--- config.mk ---
export PLATFORM = sky130hd
export DESIGN_NAME = wb_master_seq_flat
export DESIGN_NICKNAME = d
export VERILOG_FILES = /design/src/rtl/wb_master_seq_pkg.sv /design/src/rtl/wb_master_seq_if.sv /design/src/rtl/wb_master_seq_cmd_fifo.sv /design/src/rtl/wb_master_seq.sv /design/src/flat_wrapper.sv
export SDC_FILE = /design/constraint.sdc
export NUM_CORES = 1
export LEC_CHECK = 0
export CAP_MARGIN = 10
export CORE_MARGIN = 1.5
export CORE_UTILIZATION = 40
export DETAILED_ROUTE_END_ITERATION = 7
export SLEW_MARGIN = 20
export SYNTH_ARGS = -nofsm -noshare
export SYNTH_HDL_FRONTEND = slang
export SYNTH_HIERARCHICAL = 1
export SYNTH_SLANG_ARGS = --single-unit
--- constraint.sdc ---
create_clock -name clk -period 2.4 [get_ports clk]
set_input_delay 0.48 -clock clk [delete_from_list [all_inputs] [get_ports clk]]
set_output_delay 0.48 -clock clk [all_outputs]
set_load 0.01 [all_outputs]
--- src/rtl/wb_master_seq_pkg.sv ---
// Shared types and command-entry layout helpers for the Wishbone master sequencer.
// An entry is packed as {we, addr, data}, with data in the low bits.
package wb_master_pkg;

    typedef enum logic [1:0] {
        ST_IDLE = 2'd0,
        ST_BUS  = 2'd1,
        ST_RSP  = 2'd2
    } state_e;

    function automatic int unsigned entry_width(input int unsigned aw, input int unsigned dw);
        return aw + dw + 32'd1;
    endfunction

    function automatic int unsigned addr_lsb(input int unsigned dw);
        return dw;
    endfunction

    function automatic int unsigned we_bit(input int unsigned aw, input int unsigned dw);
        return aw + dw;
    endfunction

endpackage

--- src/rtl/wb_master_seq_if.sv ---
// Host command/response handshake plus Wishbone classic bus signals of the sequencer.
interface wb_master_seq_if #(
    parameter int AW = 3,
    parameter int DW = 8
);
    logic          cmd_valid;
    logic          cmd_ready;
    logic          cmd_we;
    logic [AW-1:0] cmd_addr;
    logic [DW-1:0] cmd_data;
    logic          rsp_valid;
    logic [DW-1:0] rsp_data;
    logic          rsp_err;
    logic          busy;
    logic [AW-1:0] wb_adr_o;
    logic [DW-1:0] wb_dat_o;
    logic          wb_we_o;
    logic          wb_stb_o;
    logic          wb_cyc_o;
    logic [DW-1:0] wb_dat_i;
    logic          wb_ack_i;

    modport master (
        input  cmd_valid, cmd_we, cmd_addr, cmd_data, wb_dat_i, wb_ack_i,
        output cmd_ready, rsp_valid, rsp_data, rsp_err, busy,
        output wb_adr_o, wb_dat_o, wb_we_o, wb_stb_o, wb_cyc_o
    );

    modport slave (
        output cmd_valid, cmd_we, cmd_addr, cmd_data, wb_dat_i, wb_ack_i,
        input  cmd_ready, rsp_valid, rsp_data, rsp_err, busy,
        input  wb_adr_o, wb_dat_o, wb_we_o, wb_stb_o, wb_cyc_o
    );
endinterface

--- src/rtl/wb_master_seq_cmd_fifo.sv ---
// Command FIFO: synchronous push/pop, full/empty from extra-MSB pointers.
// A full FIFO refuses a push even when a pop happens in the same cycle.
module wb_cmd_fifo #(
    parameter int WIDTH = 12,
    parameter int DEPTH = 4
) (
    input  logic             clk,
    input  logic             rst_n,
    input  logic             push_i,
    input  logic [WIDTH-1:0] data_i,
    input  logic             pop_i,
    output logic [WIDTH-1:0] data_o,
    output logic             full_o,
    output logic             empty_o
);
    localparam int PW = $clog2(DEPTH);
    localparam logic [PW:0] PTR_INC = {{PW{1'b0}}, 1'b1};

    logic [PW:0]      wr_ptr_q, wr_ptr_d;
    logic [PW:0]      rd_ptr_q, rd_ptr_d;
    logic [WIDTH-1:0] mem_q [DEPTH];
    logic             push_s, pop_s;

    assign full_o  = (wr_ptr_q[PW] != rd_ptr_q[PW]) && (wr_ptr_q[PW-1:0] == rd_ptr_q[PW-1:0]);
    assign empty_o = (wr_ptr_q == rd_ptr_q);
    assign push_s  = push_i && !full_o;
    assign pop_s   = pop_i && !empty_o;
    assign data_o  = mem_q[rd_ptr_q[PW-1:0]];

    // Pointer advance; wrap is plain modulo arithmetic on PW+1 bits.
    always_comb begin
        wr_ptr_d = wr_ptr_q;
        rd_ptr_d = rd_ptr_q;
        if (push_s) begin
            wr_ptr_d = wr_ptr_q + PTR_INC;
        end else begin
            wr_ptr_d = wr_ptr_q;
        end
        if (pop_s) begin
            rd_ptr_d = rd_ptr_q + PTR_INC;
        end else begin
            rd_ptr_d = rd_ptr_q;
        end
    end

    // Pointer and storage registers.
    always_ff @(posedge clk or negedge rst_n) begin
        if (!rst_n) begin
            wr_ptr_q <= {(PW+1){1'b0}};
            rd_ptr_q <= {(PW+1){1'b0}};
            for (int i = 0; i < DEPTH; i++) begin
                mem_q[i] <= {WIDTH{1'b0}};
            end
        end else begin
            wr_ptr_q <= wr_ptr_d;
            rd_ptr_q <= rd_ptr_d;
            if (push_s) begin
                mem_q[wr_ptr_q[PW-1:0]] <= data_i;
            end
        end
    end
endmodule

--- src/rtl/wb_master_seq.sv ---
// Wishbone classic master sequencer: queues host commands and runs them one per bus cycle.
// Optional ack timeout enabled by defining WB_MASTER_TIMEOUT_EN.
module wb_master_seq
    import wb_master_pkg::*;
#(
    parameter int AW          = 3,
    parameter int DW          = 8,
    parameter int FIFO_DEPTH  = 4,
    parameter int TIMEOUT_CYC = 255
) (
    input logic            clk,
    input logic            reset_n,
    wb_master_seq_if.master bus
);
    localparam int EW = entry_width(AW, DW);
    localparam int AL = addr_lsb(DW);
    localparam int WB = we_bit(AW, DW);

    state_e        state_q, state_d;
    logic [EW-1:0] entry_s, head_s;
    logic          fifo_full_s, fifo_empty_s, pop_s;
    logic [AW-1:0] adr_q, adr_d;
    logic [DW-1:0] dat_q, dat_d;
    logic          we_q, we_d;
    logic          stb_q, stb_d;
    logic          rsp_valid_q, rsp_valid_d;
    logic [DW-1:0] rsp_data_q, rsp_data_d;
`ifdef WB_MASTER_TIMEOUT_EN
    localparam int CW = $clog2(TIMEOUT_CYC + 1);
    localparam logic [CW-1:0] CNT_LAST = CW'(TIMEOUT_CYC - 1);
    localparam logic [CW-1:0] CNT_ONE  = CW'(1);
    logic [CW-1:0] cnt_q, cnt_d;
    logic          rsp_err_q, rsp_err_d;
`endif

    assign entry_s = {bus.cmd_we, bus.cmd_addr, bus.cmd_data};

    wb_cmd_fifo #(.WIDTH(EW), .DEPTH(FIFO_DEPTH)) u_fifo (
        .clk     (clk),
        .rst_n   (reset_n),
        .push_i  (bus.cmd_valid),
        .data_i  (entry_s),
        .pop_i   (pop_s),
        .data_o  (head_s),
        .full_o  (fifo_full_s),
        .empty_o (fifo_empty_s)
    );

    // Sequencer next state: IDLE pops and launches, BUS waits for ack, RSP pulses the response.
    always_comb begin
        state_d     = state_q;
        pop_s       = 1'b0;
        adr_d       = adr_q;
        dat_d       = dat_q;
        we_d        = we_q;
        stb_d       = stb_q;
        rsp_valid_d = 1'b0;
        rsp_data_d  = rsp_data_q;
`ifdef WB_MASTER_TIMEOUT_EN
        cnt_d       = cnt_q;
        rsp_err_d   = rsp_err_q;
`endif
        case (state_q)
            ST_IDLE: begin
                if (!fifo_empty_s) begin
                    pop_s   = 1'b1;
                    adr_d   = head_s[AL +: AW];
                    dat_d   = head_s[DW-1:0];
                    we_d    = head_s[WB];
                    stb_d   = 1'b1;
                    state_d = ST_BUS;
`ifdef WB_MASTER_TIMEOUT_EN
                    cnt_d   = {CW{1'b0}};
`endif
                end else begin
                    stb_d = 1'b0;
                end
            end
            ST_BUS: begin
                if (bus.wb_ack_i) begin
                    rsp_data_d  = we_q ? {DW{1'b0}} : bus.wb_dat_i;
                    stb_d       = 1'b0;
                    rsp_valid_d = 1'b1;
                    state_d     = ST_RSP;
`ifdef WB_MASTER_TIMEOUT_EN
                    rsp_err_d   = 1'b0;
`endif
                end else begin
`ifdef WB_MASTER_TIMEOUT_EN
                    // Ack is tested first, so an ack on the expiry cycle completes normally.
                    if (cnt_q == CNT_LAST) begin
                        rsp_data_d  = {DW{1'b0}};
                        rsp_err_d   = 1'b1;
                        stb_d       = 1'b0;
                        rsp_valid_d = 1'b1;
                        state_d     = ST_RSP;
                    end else begin
                        cnt_d = cnt_q + CNT_ONE;
                    end
`else
                    stb_d = 1'b1;
`endif
                end
            end
            ST_RSP: begin
                state_d = ST_IDLE;
            end
            default: begin
                state_d = ST_IDLE;
                stb_d   = 1'b0;
            end
        endcase
    end

    // Sequencer state and registered bus/response outputs.
    always_ff @(posedge clk or negedge reset_n) begin
        if (!reset_n) begin
            state_q     <= ST_IDLE;
            adr_q       <= {AW{1'b0}};
            dat_q       <= {DW{1'b0}};
            we_q        <= 1'b0;
            stb_q       <= 1'b0;
            rsp_valid_q <= 1'b0;
            rsp_data_q  <= {DW{1'b0}};
`ifdef WB_MASTER_TIMEOUT_EN
            cnt_q       <= {CW{1'b0}};
            rsp_err_q   <= 1'b0;
`endif
        end else begin
            state_q     <= state_d;
            adr_q       <= adr_d;
            dat_q       <= dat_d;
            we_q        <= we_d;
            stb_q       <= stb_d;
            rsp_valid_q <= rsp_valid_d;
            rsp_data_q  <= rsp_data_d;
`ifdef WB_MASTER_TIMEOUT_EN
            cnt_q       <= cnt_d;
            rsp_err_q   <= rsp_err_d;
`endif
        end
    end

    assign bus.wb_adr_o  = adr_q;
    assign bus.wb_dat_o  = dat_q;
    assign bus.wb_we_o   = we_q;
    assign bus.wb_stb_o  = stb_q;
    assign bus.wb_cyc_o  = stb_q;
    assign bus.rsp_valid = rsp_valid_q;
    assign bus.rsp_data  = rsp_data_q;
    assign bus.cmd_ready = !fifo_full_s;
    assign bus.busy      = !fifo_empty_s || (state_q != ST_IDLE);
`ifdef WB_MASTER_TIMEOUT_EN
    assign bus.rsp_err   = rsp_err_q;
`else
    assign bus.rsp_err   = 1'b0;
`endif
endmodule

--- src/flat_wrapper.sv ---
// flat-port wrapper written by rule: the top's interface ports become plain ports
module wb_master_seq_flat import wb_master_pkg::*;
#(
    parameter int AW          = 3,
    parameter int DW          = 8,
    parameter int FIFO_DEPTH  = 4,
    parameter int TIMEOUT_CYC = 255
)
  (clk, reset_n, bus_cmd_valid, bus_cmd_we, bus_cmd_addr, bus_cmd_data, bus_wb_dat_i, bus_wb_ack_i, bus_cmd_ready, bus_rsp_valid, bus_rsp_data, bus_rsp_err, bus_busy, bus_wb_adr_o, bus_wb_dat_o, bus_wb_we_o, bus_wb_stb_o, bus_wb_cyc_o);
  wb_master_seq_if #(.AW(AW), .DW(DW)) bus_i ();
  input logic clk;
  input logic reset_n;
  input wire logic [$bits(bus_i.cmd_valid)-1:0] bus_cmd_valid;
  input wire logic [$bits(bus_i.cmd_we)-1:0] bus_cmd_we;
  input wire logic [$bits(bus_i.cmd_addr)-1:0] bus_cmd_addr;
  input wire logic [$bits(bus_i.cmd_data)-1:0] bus_cmd_data;
  input wire logic [$bits(bus_i.wb_dat_i)-1:0] bus_wb_dat_i;
  input wire logic [$bits(bus_i.wb_ack_i)-1:0] bus_wb_ack_i;
  output wire logic [$bits(bus_i.cmd_ready)-1:0] bus_cmd_ready;
  output wire logic [$bits(bus_i.rsp_valid)-1:0] bus_rsp_valid;
  output wire logic [$bits(bus_i.rsp_data)-1:0] bus_rsp_data;
  output wire logic [$bits(bus_i.rsp_err)-1:0] bus_rsp_err;
  output wire logic [$bits(bus_i.busy)-1:0] bus_busy;
  output wire logic [$bits(bus_i.wb_adr_o)-1:0] bus_wb_adr_o;
  output wire logic [$bits(bus_i.wb_dat_o)-1:0] bus_wb_dat_o;
  output wire logic [$bits(bus_i.wb_we_o)-1:0] bus_wb_we_o;
  output wire logic [$bits(bus_i.wb_stb_o)-1:0] bus_wb_stb_o;
  output wire logic [$bits(bus_i.wb_cyc_o)-1:0] bus_wb_cyc_o;
  assign bus_i.cmd_valid = bus_cmd_valid;
  assign bus_i.cmd_we = bus_cmd_we;
  assign bus_i.cmd_addr = bus_cmd_addr;
  assign bus_i.cmd_data = bus_cmd_data;
  assign bus_i.wb_dat_i = bus_wb_dat_i;
  assign bus_i.wb_ack_i = bus_wb_ack_i;
  assign bus_cmd_ready = bus_i.cmd_ready;
  assign bus_rsp_valid = bus_i.rsp_valid;
  assign bus_rsp_data = bus_i.rsp_data;
  assign bus_rsp_err = bus_i.rsp_err;
  assign bus_busy = bus_i.busy;
  assign bus_wb_adr_o = bus_i.wb_adr_o;
  assign bus_wb_dat_o = bus_i.wb_dat_o;
  assign bus_wb_we_o = bus_i.wb_we_o;
  assign bus_wb_stb_o = bus_i.wb_stb_o;
  assign bus_wb_cyc_o = bus_i.wb_cyc_o;
  wb_master_seq #(.AW(AW), .DW(DW), .FIFO_DEPTH(FIFO_DEPTH), .TIMEOUT_CYC(TIMEOUT_CYC)) u_core (.clk(clk), .reset_n(reset_n), .bus(bus_i));
endmodule
Yosys cells after proc, flatten, opt, wreduce, memory -nomap -nowiden
Cells that the tools add are included.
W data, S select, Z words.
{"block": "word_totals", "output_inout_bits": 26, "reg_bits": 78, "in_bits": 24, "elab_cells": 56}
{"block": "op_classes", "add_sub_neg": 2, "magnitude_cmp": 3, "n_eq_ne": 7, "n_bitwise": 3, "muxes": 16, "n_reduce_logical": 12}
{"cell": "$bwmux W48", "n": 1}
{"cell": "$mux W12", "n": 3}
{"cell": "$bmux W12 S2", "n": 1}
{"cell": "$demux W12 S2", "n": 1}
{"cell": "$mux W8", "n": 1}
{"cell": "$add A3 B1 Y3 const B", "n": 2}
{"cell": "$ge A3 B3 Y1 const B", "n": 2}
{"cell": "$not A2 Y3", "n": 2}
{"cell": "$reduce_and A2 Y1", "n": 3}
{"cell": "$mux W1", "n": 5}
{"cell": "$logic_and A1 B1 Y1", "n": 4}
{"cell": "$mux W2", "n": 2}
{"cell": "$ne A2 B2 Y1 const B", "n": 2}
{"cell": "$pmux W2 S2", "n": 1}
{"cell": "$eq A3 B3 Y1", "n": 1}
{"cell": "$lt A3 B1 Y1 const B", "n": 1}
{"cell": "$pmux W1 S3", "n": 1}
{"cell": "$eq A2 B1 Y1 const B", "n": 1}
{"cell": "$eq A2 B2 Y1", "n": 1}
{"cell": "$eq A2 B2 Y1 const B", "n": 1}
{"cell": "$logic_not A1 Y1", "n": 2}
{"cell": "$logic_not A2 Y1", "n": 1}
{"cell": "$reduce_bool A2 Y1", "n": 1}
{"cell": "$logic_or A1 B1 Y1", "n": 1}
{"cell": "2 further kinds", "n": 2}

Logic depth before layout (Yosys ltp)
Gate-level depths: netlist of the first run.
{"block": "depth", "word_depth": 6, "ltp_mapped": 8}

Cells and area by module
Netlist of the first run, hierarchy kept.
{"mod": "wb_cmd_fifo", "n_inst": 1, "seq_area_each_um2": 1351.3, "cells_each": 162, "area_per_inst_um2": 2518.7}
{"mod": "wb_master_seq", "n_inst": 1, "seq_area_each_um2": 600.6, "cells_each": 68, "area_per_inst_um2": 1022.2}

Worst setup path after synthesis of the first run
Ideal clock, no wire load.
{"block": "synth_path", "kind": "register to register", "start": "register u_core.u_fifo.rd_ptr_q[0]", "end": "register u_core.u_fifo.rd_ptr_q[1]", "stages_incl_launch_ff": 8, "synth_period_minus_slack_ns": 1.968, "arrival_time_ns": 1.844, "slack_ns": 0.432, "setup_time_ns": 0.125, "cell_sequence": "dfrtp_1 > buf_2 > xor2_1 > nor3_1 > nor3_4 > buf_4 > o31ai_1 > mux2_2"}
{"block": "synth_between", "elab_chain_cells": 4}
{"element": "from (decl)", "line": "wb_master_seq_cmd_fifo.sv:20", "rtl": "logic [PW:0] rd_ptr_q, rd_ptr_d;"}
{"element": "from (signal assigned)", "line": "wb_master_seq_cmd_fifo.sv:50", "rtl": "rd_ptr_q <= {(PW+1){1'b0}};"}
{"element": "from (signal assigned)", "line": "wb_master_seq_cmd_fifo.sv:56", "rtl": "rd_ptr_q <= rd_ptr_d;"}
{"element": "$eq A3 B3 Y1", "line": "wb_master_seq_cmd_fifo.sv:25", "rtl": "assign empty_o = (wr_ptr_q == rd_ptr_q);"}
{"element": "via u_core.fifo_empty_s", "line": "wb_master_seq.sv:21", "rtl": "logic fifo_full_s, fifo_empty_s, pop_s;"}
{"element": "$mux W1", "line": "wb_master_seq.sv:65", "rtl": "if (!fifo_empty_s) begin"}
{"element": "$mux W1", "line": "wb_master_seq.sv:63", "rtl": "case (state_q)"}
{"element": "via u_core.pop_s", "line": "wb_master_seq.sv:21"}
{"element": "$logic_and A1 B1 Y1", "line": "wb_master_seq_cmd_fifo.sv:27", "rtl": "assign pop_s = pop_i && !empty_o;"}
The timed path passes the listed nets, and every way through them passes these cells.
A chain may end at the register's enable or synchronous reset.

Final worst setup path of the first run
{"block": "layout_path", "start": "register u_core.u_fifo.wr_ptr_q[2]", "end": "output port bus_busy"}
{"block": "layout_between", "elab_chain_cells": 3}
{"element": "from (decl)", "line": "wb_master_seq_cmd_fifo.sv:19", "rtl": "logic [PW:0] wr_ptr_q, wr_ptr_d;"}
{"element": "from (signal assigned)", "line": "wb_master_seq_cmd_fifo.sv:49", "rtl": "wr_ptr_q <= {(PW+1){1'b0}};"}
{"element": "from (signal assigned)", "line": "wb_master_seq_cmd_fifo.sv:55", "rtl": "wr_ptr_q <= wr_ptr_d;"}
{"element": "$eq A3 B3 Y1", "line": "wb_master_seq_cmd_fifo.sv:25"}
{"element": "via u_core.fifo_empty_s", "line": "wb_master_seq.sv:21"}
{"element": "$logic_not A1 Y1"}
{"element": "$logic_or A1 B1 Y1", "line": "wb_master_seq.sv:152", "rtl": "assign bus.busy = !fifo_empty_s || (state_q != ST_IDLE);"}
{"element": "to (decl)", "line": "flat_wrapper.sv:23", "rtl": "output wire logic [$bits(bus_i.busy)-1:0] bus_busy;"}
The timed path passes the listed nets, and every way through them passes these cells.

==> impl_metrics.csv, run 1 <==
group,metric,value,unit
die,core,8640,um2
layout,layout_commonest_cell,"dfrtp_1",
drt,viasPerCell,5.17,
drt,wire_per_inst,17.0,um
synth,ys_seq_area_frac,0.551,
layout,area_delta_synth_final,27.3,%
drt,drtIter0Drc,78,
grt,antenna_found_initial,0,
timing,finalCriticalPeriod,2320,ps
critical_path,cp.arrival,1840,ps
timing,tns,0,ps
clock_tree,cts.sinks,78,
grt,grt_max_degree,32,
timing,hold_violations,0,
critical_path,cp_num_buf_inv,1,
run_status,status,"completed",
critical_path,required,1920,ps
layout,num_antenna_cells,0,
timing,setup-violations-final,0,
timing,fin_crit_sh,0.966,
drt,detailroute.via_count,2079,
critical_path,critical_path.top_delay_family,"buffers and inverters",
power,ir_drop,630,uV
clock_tree,holdBufCountCts,0,
critical_path,start_kind,"flip-flop",
critical_path,crit_chain,"xor2_4 -> nor3_4 -> nand2_1 -> clkdlybuf4s50_1",
drt,top_layer_used,"met4",
critical_path,rr_endpoint,"u_core/u_fifo/mem_q[44]$_DFFE_PN0P_",
timing,rsz0062_at_grt,"no",
critical_path,r2r_start,"u_core/u_fifo/rd_ptr_q[0]$_DFFE_PN0P_",
synth,syn_inst,230,
clock_tree,clk_pin_slew,90,ps
clock_tree,htree_num_levels,3,
synth,yosysWarnings,6,
die,die_height,97.1,um
synth,synth.cell_area,3540,um2
grt,grt_first_pass_wirelength,11500,um
power,clockPowerShare,0.186,
power,combPwrFrac,0.453,
drt,ant_nets,0,
layout,fill_cells,733,
drt,drt_wl_total,6830,um
placed_design,hpwl,4300,um
placed_design,place_congestion,0.728,
placed_design,post-place-ws,183,ps
power,sw_frac_of_total,0.320,
critical_path,ff2ff_path_depth,5,
clock_tree,cts_root_buf,"clkbuf_8",
synth,synth_cell_types,34,
synth,syn_nets,259,
power,p_leak,1.87,nW
critical_path,worst-r2r-setup-slack,440,ps
critical_path,critPathMaxStageDelay,540,ps
power,internal-power,4.52,mW
die,ioPinCount,50,
timing,fin_skew,10.2,ps
grt,grt_pass1_vias,2174,
synth,ys_ff_latch,78,
grt,grt_usage,0.160,
flow_run,maxCapViolations,0,
power,p_per_area,1480,nW/um2
clock_tree,cts_made_buffers,9,
die,fp.dieW,97.1,um
die,initial_core_util,0.410,
timing,timing.fmax,431,MHz
drt,wl_met2,3160,um
placed_design,port_buffers,48,
layout,finalCoreUtilization,0.522,
power,power,6.65,mW
clock_tree,cts_buffer_depth,2,
grt,grt-ovfl-total,0,
layout,fin_area,4510,um2
power,netSwitchingPower,2.13,mW
drt,firstDrtPassIters,4,
layout,finalNetCount,318,
placed_design,place_area,4190,um2
critical_path,path_max_fanout,10,
critical_path,end_kind,"output pin",
layout,drive_gt1_frac,0.405,
hold_path,hold_path.class,"input pin to async pin",
clock_tree,clkLatencyLatePin,350,ps
timing,finalWorstSetupSlack,80.9,ps
clock_tree,tritoncts,"yes",
critical_path,path_class,"flip-flop to output pin",
die,rows,34,
drt,remaining_drc_errors,0,
drt,met3_wirelength,263,um
layout,layout.cells.most_common_list,"dfrtp_1 (76), mux2_2 (59), clkdlybuf4s50_1 (47), mux4_2 (12)",
drt,wl_met1,3280,um
die,die_area,9430,um2
power,power_frac_seq,0.362,
synth,avgSynthCellArea,15.4,um2
critical_path,critPathSlowestCell,"clkdlybuf4s50_1",
timing,slew_viol_final,0,
-- worst reg2reg max path: stages (launching register included) --
cell	delay (ps)
dfrtp_1	400
buf_4	370
xnor2_1	220
a31oi_1	230
buf_4	270
mux2_2	360
-- power groups by stage --
stage          Sequential (mW)  Combinational [mW]  Clock [mW]
5_1_grt                   2.52                3.26        1.32
3_3_place_gp              2.37                2.90           0
4_1_cts                   2.40                3.02        1.27
6_report                  2.41                3.01        1.24
3_5_place_dp              2.40                2.94           0
2_1_floorplan             2.40                1.95           0
-- stage by stage --
step	hold slack [ps]	cells
6_report	42.4	402
3_5_place_dp	453	385
4_1_cts	60.5	401
5_1_grt	79.0	402
2_1_floorplan	184	230
3_3_place_gp	454	385
-- area by class of cell --
cell class	instances	area, um2	area share
clock inverters	6	116	0.0258
flip-flops and latches	78	1950	0.433
repair buffers	60	606	0.134
inverters	4	15.0	0.00333
clock buffers	10	138	0.0305
multi-input cells	136	1550	0.343
well taps	108	135	0.0300
-- timing repair --
| item | 4_1_cts | 5_1_grt |
|---|---|---|
| pin swaps | 1 | 2 |
| endpoints found under the hold margin | 0 | 0 |
| setup buffers | 0 | 1 |
| setup endpoints to repair | 2 | 2 |
| cloned | 0 | 0 |
| resized for setup | 7 | 2 |
-- cell families (layout without fill, tap and decap cells) --
kind of cell    count (synthesis)  in the layout  synth area share
fa+ha+maj                       5              5            0.0177
buf+inv                        16             80            0.0276
compound gates                 13             13            0.0261
other cells                     1              1           0.00106
mux                            81             81             0.304
simple gates                   28             28            0.0481
xor+xnor                        8              8            0.0240
flops                          78             78             0.551
-- cells in the mapped netlist (all sizes together) --
library cell | n | share of area
o311ai | 2 | 0.0049
nand2 | 6 | 0.0064
mux2 | 69 | 0.23
ha | 5 | 0.018
xor2 | 4 | 0.012
nand4 | 1 | 0.0018
nor2b | 10 | 0.018
o22ai | 1 | 0.0018
dfrtp | 78 | 0.55
and3b | 2 | 0.0053
mux4 | 12 | 0.076
buf | 12 | 0.023
and2 | 1 | 0.0018
nand2b | 1 | 0.0018
o21ai | 2 | 0.0028
nor2 | 1 | 0.0011
o31ai | 2 | 0.0042
xnor2 | 4 | 0.012
nand3 | 1 | 0.0014
inv | 4 | 0.0042
a31oi | 6 | 0.012
conb | 1 | 0.0011
nor3 | 4 | 0.0088
nand3b | 1 | 0.0021
-- sequential cells by signal, summed over array words and instances (netlist names) --
name,flops
u_core/bus.rsp_data,8
u_core/bus.rsp_valid,1
u_core/bus.wb_adr_o,3
u_core/bus.wb_cyc_o,1
u_core/bus.wb_dat_o,8
u_core/bus.wb_we_o,1
u_core/state_q,2
u_core/u_fifo/mem_q,48
u_core/u_fifo/rd_ptr_q,3
u_core/u_fifo/wr_ptr_q,3
-- layer usage --
metal	vias up	global-route usage
met3	9	0.0309
met5	-	0
met2	54	0.245
met1	1062	0.220
met4	0	0.0769
li1	954	-
-- how the worst max path moves through the flow --
stage                                     startpoint                               endpoint  slack (ps)  cells after the start
4_1_cts        u_core/u_fifo/rd_ptr_q[2]$_DFFE_PN0P_                               bus_busy           5                      4
5_1_grt        u_core/u_fifo/wr_ptr_q[2]$_DFFE_PN0P_                               bus_busy           2                      4
3_5_place_dp   u_core/u_fifo/wr_ptr_q[0]$_DFFE_PN0P_                               bus_busy         180                      4
6_report       u_core/u_fifo/wr_ptr_q[2]$_DFFE_PN0P_                               bus_busy          80                      4
3_3_place_gp   u_core/u_fifo/wr_ptr_q[0]$_DFFE_PN0P_                               bus_busy         220                      4
2_1_floorplan  u_core/u_fifo/rd_ptr_q[0]$_DFFE_PN0P_  u_core/u_fifo/rd_ptr_q[1]$_DFFE_PN0P_         430                      7
Power figures use the tool's default switching activity.
==> inputs of run 2 (changes only) <==
--- a/config.mk
+++ b/config.mk
@@ -6,9 +6,11 @@
 export NUM_CORES = 1
 export LEC_CHECK = 0
 export CAP_MARGIN = 10
+export CORE_ASPECT_RATIO = 0.5
 export CORE_MARGIN = 1.5
 export CORE_UTILIZATION = 40
 export DETAILED_ROUTE_END_ITERATION = 7
+export PLACE_DENSITY = 0.58
 export SLEW_MARGIN = 20
 export SYNTH_ARGS = -nofsm -noshare
 export SYNTH_HDL_FRONTEND = slang
==> run 2 against run 1 <==
  * Setup slack improved by 0.80 ps
  * Sequential share of layout area down 0.58 points
  * First-iteration DRC count increased by 67%
  * Critical endpoint is now bus_cmd_ready
==> impl_metrics.csv, run 2 (synthesis results as in run 1) <==
group,metric,value,unit
run_status,status,"completed",
placed_design,place_congestion,0.807,
die,rows,24,
drt,viasPerCell,5.07,
timing,finalWorstSetupSlack,81.7,ps
layout,area_delta_synth_final,29.2,%
drt,detailroute.via_count,2074,
drt,wire_per_inst,17.1,um
timing,timing.fmax,431,MHz
clock_tree,cts.sinks,78,
power,p_leak,1.88,nW
critical_path,critPathMaxStageDelay,530,ps
clock_tree,htree_num_levels,3,
die,initial_core_util,0.409,
critical_path,r2r_start,"u_core/u_fifo/rd_ptr_q[1]$_DFFE_PN0P_",
power,ir_drop,495,uV
critical_path,worst-r2r-setup-slack,450,ps
placed_design,port_buffers,48,
layout,num_antenna_cells,0,
timing,fin_crit_sh,0.966,
clock_tree,tritoncts,"yes",
clock_tree,clkLatencyLatePin,340,ps
power,clockPowerShare,0.202,
timing,hold_violations,0,
critical_path,path_max_fanout,3,
critical_path,crit_chain,"xnor2_1 -> nor3_2 -> inv_1 -> clkdlybuf4s50_1",
drt,firstDrtPassIters,4,
power,sw_frac_of_total,0.321,
grt,grt_usage,0.164,
layout,largest_reg_flops,48,
placed_design,place_area,4200,um2
critical_path,required,1920,ps
timing,tns,0,ps
layout,finalNetCount,316,
timing,finalCriticalPeriod,2320,ps
power,netSwitchingPower,2.19,mW
timing,slew_viol_final,0,
die,fp.dieW,136,um
drt,drt_wl_total,6990,um
power,p_per_area,1490,nW/um2
grt,grt-ovfl-total,0,
critical_path,rr_endpoint,"u_core/u_fifo/mem_q[28]$_DFFE_PN0P_",
placed_design,hpwl,4470,um
critical_path,ff2ff_path_depth,5,
critical_path,path_class,"flip-flop to output pin",
grt,antenna_found_initial,0,
die,die_area,9460,um2
layout,top_register,"u_core/u_fifo/mem_q",
clock_tree,clk_pin_slew,60,ps
flow_run,maxCapViolations,0,
critical_path,end_kind,"output pin",
timing,tightest_slew,592,ps
die,core,8650,um2
critical_path,critPathSlowestCell,"clkdlybuf4s50_1",
drt,ant_nets,0,
critical_path,start_kind,"flip-flop",
timing,fin_skew,4.55,ps
power,internal-power,4.64,mW
layout,layout_commonest_cell,"dfrtp_1",
layout,fill_cells,725,
grt,grt_first_pass_wirelength,11600,um
clock_tree,cts_buffer_depth,2,
layout,layout.cells.most_common_list,"dfrtp_1 (75), mux2_2 (59), clkdlybuf4s50_1 (47), mux4_2 (12), nor2b_1 (10)",
drt,remaining_drc_errors,0,
power,power_frac_seq,0.357,
grt,grt_pass1_vias,2222,
clock_tree,cts_made_buffers,9,
drt,drtIter0Drc,130,
grt,grt_max_degree,46,
timing,rsz0062_at_grt,"no",
layout,drive_gt1_frac,0.404,
power,combPwrFrac,0.442,
layout,fin_area,4570,um2
clock_tree,cts_root_buf,"clkbuf_16",
critical_path,cp.arrival,1840,ps
placed_design,post-place-ws,147,ps
hold_path,hold_path.class,"input pin to async pin",
die,ioPinCount,50,
timing,slew_headroom,0.606,
layout,finalCoreUtilization,0.529,
die,die_height,69.5,um
timing,setup-violations-final,0,
## run 2: worst max path at each step
stage,from,endpoint,slack (ps),cells past startpoint
after floorplan,u_core/u_fifo/rd_ptr_q[0]$_DFFE_PN0P_,u_core/u_fifo/rd_ptr_q[1]$_DFFE_PN0P_,430,7
after global placement,u_core/u_fifo/wr_ptr_q[0]$_DFFE_PN0P_,bus_busy,150,4
after detailed placement,u_core/u_fifo/wr_ptr_q[1]$_DFFE_PN0P_,bus_busy,150,4
after CTS,u_core/u_fifo/rd_ptr_q[2]$_DFFE_PN0P_,bus_busy,10,4
after global routing,u_core/u_fifo/wr_ptr_q[2]$_DFFE_PN0P_,bus_cmd_ready,10,4
final,u_core/u_fifo/wr_ptr_q[2]$_DFFE_PN0P_,bus_cmd_ready,80,4
## run 2: timing repair
| item | in CTS | in global routing |
|---|---|---|
| pin swaps | 1 | 2 |
| setup endpoints to repair | 2 | 2 |
| gates resized for setup | 7 | 3 |
| hold buffers | 0 | 0 |
| setup buffers | 0 | 1 |
## run 2: power by group through the flow
stage                     sequential [mW]  clock, mW  combinational [mW]
final                                2.43       1.38                3.01
after global routing                 2.53       1.47                3.26
after CTS                            2.43       1.42                3.02
after detailed placement             2.43          0                2.93
after global placement               2.37          0                2.88
after floorplan                      2.40          0                1.95
## run 2: critical path: cells and delay by family, from the launching register on
family	cells	cell delay, ps
DFF	1	460
xor gates and xnor gates	1	330
buffers and inverters	2	600
and+or+nand+nor	1	110
## run 2: layer usage
layer  vias up  GRT usage  wire length (um)
li1        947          -                 -
met4         0     0.0556                80
met5         -          0                 0
met3        11     0.0475               351
met2        41      0.267              3300
met1      1075      0.213              3250
## run 2: stage by stage
step / power [mW] / hold slack (ps) / cells
floorplan: 4.35 / 184 / 230
global placement: 5.26 / 463 / 392
detailed placement: 5.36 / 484 / 392
CTS: 6.87 / 173 / 408
global route: 7.26 / 200 / 409
finish: 6.82 / 151 / 409
## run 2: final cells by class
class | instances | area, um2 | share of cell area
flip-flops and latches | 78 | 1960 | 0.428
multi-input cells | 136 | 1550 | 0.338
repair buffers | 58 | 603 | 0.132
clock buffers | 10 | 239 | 0.0523
well taps | 117 | 146 | 0.0320
clock inverters | 6 | 68.8 | 0.0150
inverters | 4 | 15.0 | 0.00328
